`config.mk`:
```
export PLATFORM = sky130hd
export DESIGN_NAME = mem_access_unit_flat
export DESIGN_NICKNAME = d
export VERILOG_FILES = /design/src/rtl/mem_access_unit_if.sv /design/src/rtl/mem_access_unit.sv /design/src/flat_wrapper.sv
export SDC_FILE = /design/constraint.sdc
export NUM_CORES = 1
export LEC_CHECK = 0
export ABC_AREA = 1
export CORE_ASPECT_RATIO = 0.5
export CORE_MARGIN = 8
export CORE_UTILIZATION = 58
export CTS_CLUSTER_SIZE = 10
export DETAILED_ROUTE_END_ITERATION = 10
export DONT_BUFFER_PORTS = 1
export PLACE_DENSITY = 0.77
export SLEW_MARGIN = 30
export SYNTH_ARGS = -nofsm -noshare
export SYNTH_HDL_FRONTEND = slang
export SYNTH_SLANG_ARGS = --single-unit
```
`constraint.sdc`:
```
create_clock -name clk -period 1.66 [get_ports clk]
set_input_delay 0.415 -clock clk [delete_from_list [all_inputs] [get_ports clk]]
set_output_delay 0.415 -clock clk [all_outputs]
set_load 0.02 [all_outputs]
```
`src/rtl/mem_access_unit_if.sv`:
```
// Data-memory bus between the load/store unit (master) and the memory (slave).
interface mem_access_unit_if;
  logic        mem_req;
  logic        mem_we;
  logic [31:0] mem_addr;
  logic [31:0] mem_wdata;
  logic [3:0]  mem_wstrb;
  logic        mem_ack;
  logic [31:0] mem_rdata;

  modport master (
    output mem_req, mem_we, mem_addr, mem_wdata, mem_wstrb,
    input  mem_ack, mem_rdata
  );

  modport slave (
    input  mem_req, mem_we, mem_addr, mem_wdata, mem_wstrb,
    output mem_ack, mem_rdata
  );
endinterface

```
`src/rtl/mem_access_unit.sv`:
```
// MEM-stage load/store unit: one req/ack bus transaction per access, extended
// load result to MEM/WB, pipeline stall while the transaction is outstanding.
module mem_access_unit #(
  parameter int unsigned ACK_TIMEOUT = 16
) (
  input  logic               clk,
  input  logic               reset,
  input  logic [31:0]        Address,
  input  logic [31:0]        Write_data,
  input  logic [4:0]         Rd,
  input  logic [2:0]         funct3,
  input  logic               MemRead_MEM,
  input  logic               MemWrite_MEM,
  mem_access_unit_if.master  mem,
  output logic [31:0]        Read_data,
  output logic [31:0]        Address_out,
  output logic [4:0]         Rd_out,
  output logic               stall,
  output logic               mem_fault
);

  localparam int unsigned CNT_W = 8;

  localparam logic [1:0] IDLE = 2'd0;
  localparam logic [1:0] BUSY = 2'd1;
  localparam logic [1:0] RESP = 2'd2;

  logic [1:0]       state_q, state_d;
  logic [CNT_W-1:0] cnt_q, cnt_d;
  logic             fault_q, fault_d;
  logic [1:0]       off_q, off_d;
  logic [2:0]       f3_q, f3_d;
  logic             req_d, we_d;
  logic [31:0]      addr_d, wdata_d, rdata_d;
  logic [3:0]       wstrb_d;

  logic             access, illegal, misaligned, bad;
  logic [31:0]      st_wdata;
  logic [3:0]       st_wstrb;

  // Select the addressed byte/half from the bus word and extend it.
  function automatic logic [31:0] extract(input logic [31:0] w,
                                          input logic [1:0]  o,
                                          input logic [2:0]  f3);
    logic [31:0] sh;
    logic [7:0]  b;
    logic [15:0] h;
    sh = w >> {o, 3'b000};
    b  = sh[7:0];
    h  = o[1] ? w[31:16] : w[15:0];
    case (f3)
      3'b000:  extract = {{24{b[7]}}, b};
      3'b001:  extract = {{16{h[15]}}, h};
      3'b100:  extract = {24'd0, b};
      3'b101:  extract = {16'd0, h};
      default: extract = w;
    endcase
  endfunction

  assign Address_out = Address;
  assign Rd_out      = Rd;

  // Access decode and store lane mapping.
  always_comb begin
    access     = MemRead_MEM | MemWrite_MEM;
    illegal    = (MemRead_MEM & MemWrite_MEM) |
                 (funct3 == 3'b011) | (funct3 == 3'b110) | (funct3 == 3'b111) |
                 (MemWrite_MEM & funct3[2]);
    misaligned = ((funct3[1:0] == 2'b01) & Address[0]) |
                 ((funct3[1:0] == 2'b10) & (Address[1:0] != 2'b00));
    bad        = illegal | misaligned;

    st_wdata = Write_data;
    st_wstrb = 4'b1111;
    case (funct3[1:0])
      2'b00: begin
        st_wdata = {4{Write_data[7:0]}};
        st_wstrb = 4'b0001 << Address[1:0];
      end
      2'b01: begin
        st_wdata = {2{Write_data[15:0]}};
        st_wstrb = Address[1] ? 4'b1100 : 4'b0011;
      end
      default: ;
    endcase
  end

  // Next-state and registered-output computation.
  always_comb begin
    state_d = state_q;
    cnt_d   = cnt_q;
    fault_d = fault_q;
    off_d   = off_q;
    f3_d    = f3_q;
    req_d   = mem.mem_req;
    we_d    = mem.mem_we;
    addr_d  = mem.mem_addr;
    wdata_d = mem.mem_wdata;
    wstrb_d = mem.mem_wstrb;
    rdata_d = Read_data;

    case (state_q)
      IDLE: begin
        rdata_d = 32'd0;
        fault_d = 1'b0;
        cnt_d   = '0;
        if (access && !bad) begin
          state_d = BUSY;
          req_d   = 1'b1;
          we_d    = MemWrite_MEM;
          addr_d  = {Address[31:2], 2'b00};
          wdata_d = st_wdata;
          wstrb_d = MemWrite_MEM ? st_wstrb : 4'b0000;
          off_d   = Address[1:0];
          f3_d    = funct3;
        end
      end
      BUSY: begin
        cnt_d = cnt_q + CNT_W'(1);
        // An ack on the last allowed cycle still wins over the timeout.
        if (mem.mem_ack) begin
          req_d   = 1'b0;
          rdata_d = mem.mem_we ? 32'd0 : extract(mem.mem_rdata, off_q, f3_q);
          state_d = RESP;
        end else if (cnt_q == CNT_W'(ACK_TIMEOUT - 1)) begin
          req_d   = 1'b0;
          rdata_d = 32'd0;
          fault_d = 1'b1;
          state_d = RESP;
        end
      end
      RESP: begin
        rdata_d = 32'd0;
        fault_d = 1'b0;
        state_d = IDLE;
      end
      default: state_d = IDLE;
    endcase
  end

  always_ff @(posedge clk or negedge reset) begin
    if (!reset) begin
      state_q       <= IDLE;
      cnt_q         <= '0;
      fault_q       <= 1'b0;
      off_q         <= 2'b00;
      f3_q          <= 3'b000;
      mem.mem_req   <= 1'b0;
      mem.mem_we    <= 1'b0;
      mem.mem_addr  <= 32'd0;
      mem.mem_wdata <= 32'd0;
      mem.mem_wstrb <= 4'b0000;
      Read_data     <= 32'd0;
    end else begin
      state_q       <= state_d;
      cnt_q         <= cnt_d;
      fault_q       <= fault_d;
      off_q         <= off_d;
      f3_q          <= f3_d;
      mem.mem_req   <= req_d;
      mem.mem_we    <= we_d;
      mem.mem_addr  <= addr_d;
      mem.mem_wdata <= wdata_d;
      mem.mem_wstrb <= wstrb_d;
      Read_data     <= rdata_d;
    end
  end

  // Stall and fault are suppressed while reset is held.
  always_comb begin
    stall     = 1'b0;
    mem_fault = 1'b0;
    if (reset) begin
      case (state_q)
        IDLE: begin
          stall     = access & ~bad;
          mem_fault = access & bad;
        end
        BUSY:    stall = 1'b1;
        RESP:    mem_fault = fault_q;
        default: ;
      endcase
    end
  end

endmodule

```
`src/flat_wrapper.sv`:
```
// flat-port wrapper written by rule: the top's interface ports become plain ports
module mem_access_unit_flat 
#(
  parameter int unsigned ACK_TIMEOUT = 16
)
  (clk, reset, Address, Write_data, Rd, funct3, MemRead_MEM, MemWrite_MEM, Read_data, Address_out, Rd_out, stall, mem_fault, mem_mem_req, mem_mem_we, mem_mem_addr, mem_mem_wdata, mem_mem_wstrb, mem_mem_ack, mem_mem_rdata);
  mem_access_unit_if mem_i ();
  input  logic clk;
  input  logic reset;
  input  logic [31:0] Address;
  input  logic [31:0] Write_data;
  input  logic [4:0] Rd;
  input  logic [2:0] funct3;
  input  logic MemRead_MEM;
  input  logic MemWrite_MEM;
  output logic [31:0] Read_data;
  output logic [31:0] Address_out;
  output logic [4:0] Rd_out;
  output logic stall;
  output logic mem_fault;
  output wire logic [$bits(mem_i.mem_req)-1:0] mem_mem_req;
  output wire logic [$bits(mem_i.mem_we)-1:0] mem_mem_we;
  output wire logic [$bits(mem_i.mem_addr)-1:0] mem_mem_addr;
  output wire logic [$bits(mem_i.mem_wdata)-1:0] mem_mem_wdata;
  output wire logic [$bits(mem_i.mem_wstrb)-1:0] mem_mem_wstrb;
  input wire logic [$bits(mem_i.mem_ack)-1:0] mem_mem_ack;
  input wire logic [$bits(mem_i.mem_rdata)-1:0] mem_mem_rdata;
  assign mem_mem_req = mem_i.mem_req;
  assign mem_mem_we = mem_i.mem_we;
  assign mem_mem_addr = mem_i.mem_addr;
  assign mem_mem_wdata = mem_i.mem_wdata;
  assign mem_mem_wstrb = mem_i.mem_wstrb;
  assign mem_i.mem_ack = mem_mem_ack;
  assign mem_i.mem_rdata = mem_mem_rdata;
  mem_access_unit #(.ACK_TIMEOUT(ACK_TIMEOUT)) u_core (.clk(clk), .reset(reset), .Address(Address), .Write_data(Write_data), .Rd(Rd), .funct3(funct3), .MemRead_MEM(MemRead_MEM), .MemWrite_MEM(MemWrite_MEM), .mem(mem_i), .Read_data(Read_data), .Address_out(Address_out), .Rd_out(Rd_out), .stall(stall), .mem_fault(mem_fault));
endmodule
```
==> results_dict.tcl <==
set metrics [dict create \
    setup_ws_ns -0.0900 \
    wl_per_cell_um 18.3 \
    synth_area_leader_cell "dfrtp_1" \
    clk_latency_ns 0.41 \
    status "finished, violations left" \
    seq_area_frac_synth_pct 48.2 \
    drtPass1Iterations 5 \
    pwr-share-clk_pct 32.6 \
    cts_inserted_buffers 17 \
    core_area_um2 10100 \
    clkSinkCount 116 \
    max_freq_ghz 0.571 \
    synth_warnings 0 \
    tightest_slew_ns 0.529 \
    fin_crit_sh_pct 105 \
    row_count 26 \
    ys.flop_type "dfrtp_1" \
    syn_to_final_growth_pct 10.8 \
    antenna_cells 0 \
    fp.dieArea_um2 14100 \
    viasPerCell 5.59 \
    power.internal_mw 7.28 \
    multiInputGateArea_um2 2500 \
    grt_overflow_total 0 \
    grt_pass1_wl_mm 26.9 \
    root_buffer "clkbuf_16" \
    place_congestion 0.939 \
    synth_edf_count 0 \
    netlist_instances 808 \
    critPathKind "register to output port" \
    tritoncts "done" \
    worstPathArrival_ns 1.34 \
    die_w_um 160 \
    finalPower_mw 12.0 \
    vias 5184 \
    drc 0 \
    p_per_area_nw_per_um2 1800 \
    first_global_vias 5016 \
    cp_max_fo 3 \
    h-tree-depth 4 \
    slew_headroom_pct 64.5 \
    die_y_um 88.1 \
    critPathRequiredTime_ns 1.24 \
    end_kind "output port" \
    fin_skew_ns 0.0128 \
    drv_slew 0 \
    p_sw_mw 4.77 \
    whs_ns -0.300 \
    async_flop_share_pct 100 \
    dp_slack_ns 0.0173 \
    yosys.area.top_type_share_pct 48.2 \
    drt_first_iter_violations 421 \
    rsz0062_at_grt "yes" \
    synth_area_um2 6030 \
    hpwl_mm 11.9 \
    swShare_pct 39.6 \
    cpPeakStageDelay_ns 0.43 \
    port_buffers 0 \
    seq_power_share_pct 45.7 \
    final_area_um2 6680 \
    cp_slowest_cell "dfrtp_2" \
    yosysUniqueCellTypes 28 \
    clockBufferDepth 2 \
    regArea_um2 2910 \
    setup_viol 2 \
    place_area_um2 5970 \
    maxCapViolCount 0 \
    leakagePower_nw 3.56 \
    synth_seq_cells 116 \
    grt_start_max_net_pins 118 \
    min_period_ns 1.75 \
    hold_viol 116 \
    final_layout_size_suffix_gt1_share_pct 10.4 \
    drt-total-wl_mm 17.0 \
    yosys-top-cells-area "dfrtp_1 48%, nand2_1 21%, nand3_1 8.1%" \
    syn_avg_cell_area_um2 7.46 \
    cp_cell_sequence "nor2_4 > nand3_2 > a21oi_4" \
    final_cells 927 \
    pwr-share-comb_pct 21.7 \
    n_fill_cell 875 \
    peakVddDrop_v 0.000823 \
    ioPinCount 250 \
    dp.cells 891 \
    antenna_found_initial 0 \
    startpoint_type "register" \
    postRouteAntennaNets 0 \
    grt_use_total_pct 24.1 \
    hold_class "primary input to async pin" \
    start_util_pct 59.4 \
    clk_pin_slew_worst_paths_ns 0.06 \
    violations "negative hold slack, negative setup slack" \
    nNetsFinal 885 \
]
final timing paths:
kind	startpoint	to	slack [ns]	depth (start not counted)
setup / recovery	u_core.state_q[0]	mem_fault	-0.09	3
min in group clk	Write_data[7]	u_core.mem.mem_wdata[7]	0.15	2
max in group asynchronous	reset	u_core.state_q[0]	1.77	0
hold reg to reg	u_core.cnt_q[1]	u_core.cnt_q[1]	0.52	2
setup reg to reg	u_core.cnt_q[1]	u_core.Read_data[4]	0.07	7
hold / removal	reset	u_core.mem.mem_wdata[5]	-0.30	0
final cells by class:
cell class | instances | share of cell area [%]
clock buffer | 23 | 7.31
inverter | 48 | 2.75
multi-input combinational | 566 | 37.5
clock inverter | 8 | 2.21
tap | 140 | 2.62
timing repair buffer | 26 | 4.10
sequential | 116 | 43.5
synthesized netlist by cell type (all sizes together), types with 2 or more instances:
master	number
nand2	334
a21oi	31
dfrtp	116
o21ai	30
nor2	46
nand4	3
o211ai	9
or2	2
clkbuf	13
buf	66
inv	47
nor3	8
nand3	97
power groups by stage:
| stage | Combinational, mW | Clock [mW] | Sequential (mW) |
|---|---|---|---|
| floorplan | 2.07 | 0 | 5.19 |
| CTS | 2.54 | 3.96 | 5.53 |
| detailed placement | 2.49 | 0 | 5.55 |
| global route | 2.95 | 4.13 | 5.61 |
| finish | 2.61 | 3.93 | 5.50 |
| global placement | 2.40 | 0 | 5.53 |
stage by stage:
step,utilization [%],TNS [ns],hold slack (ns)
floorplan,-,-0.0309,0.119
global placement,58.8,0,0.122
CTS,65.4,-0.243,-0.315
detailed placement,58.8,0,0.122
global route,65.8,-0.590,-0.323
finish,65.8,-0.150,-0.300
logic make-up after synthesis:
logic type	count (synthesis)	share of synthesized area, %
DFF	116	48.2
and+or+nand+nor	492	33.6
adders and majority gates	1	0.208
AOI/OAI and AO/OA	70	6.46
buffers and inverters	127	11.4
other	1	0.0622
xor gates and xnor gates	1	0.145
state kept, by name, summed over array words and instances (netlist names):
signal	count
u_core.Read_data	32
u_core.mem.mem_wdata	32
u_core.mem.mem_addr	30
u_core.cnt_q	8
u_core.mem.mem_wstrb	4
u_core.f3_q	3
u_core.off_q	2
u_core.state_q	2
u_core.fault_q	1
u_core.mem.mem_req	1
u_core.mem.mem_we	1
layer usage:
metal	track usage (%)	vias to the layer above	part of all wire (%)
li1	-	2461	-
met1	29.5	2431	40
met2	39.1	266	48
met3	9.47	26	11
met4	7.07	0	1.2
met5	0	-	0
critical path: cells and delay by family (launching register included):
kind             cells  cell delay [ns]
AND/OR/NAND/NOR      2             0.28
AO/OA/AOI/OAI        1             0.22
flip-flops           1             0.43
placed cells by master (no fill, tap or decap):
master      instances
clkinv_2            1
and2_1              1
nor2_2              1
nand2_2             3
nand3_2             2
clkbuf_16          17
or2_2               2
bufinv_16           4
nand2_1           330
o211ai_4            1
inv_1              41
o21ai_1             1
nor3_1              8
nor3b_1             1
o21ai_0            29
a21oi_4             3
clkbuf_8            4
buf_12              6
o211ai_1            8
inv_2               6
buf_6               1
clkbuf_1            2
nor2_1             41
dfrtp_1           113
nand4_1             3
xor2_1              1
nand2_4             1
a21oi_1            28
ha_1                1
conb_1              2
clkinvlp_4          4
nor2_4              4
buf_4              19
dfrtp_2             3
nand3_1            95
timing repair:
action                                  in CTS  in global routing
pin swaps                                    5                  6
endpoints found under the setup margin       2                 28
hold endpoints to repair                   116                116
setup buffers                                3                  2
resized for setup                            4                  7
(Power assumes the default switching activity.)
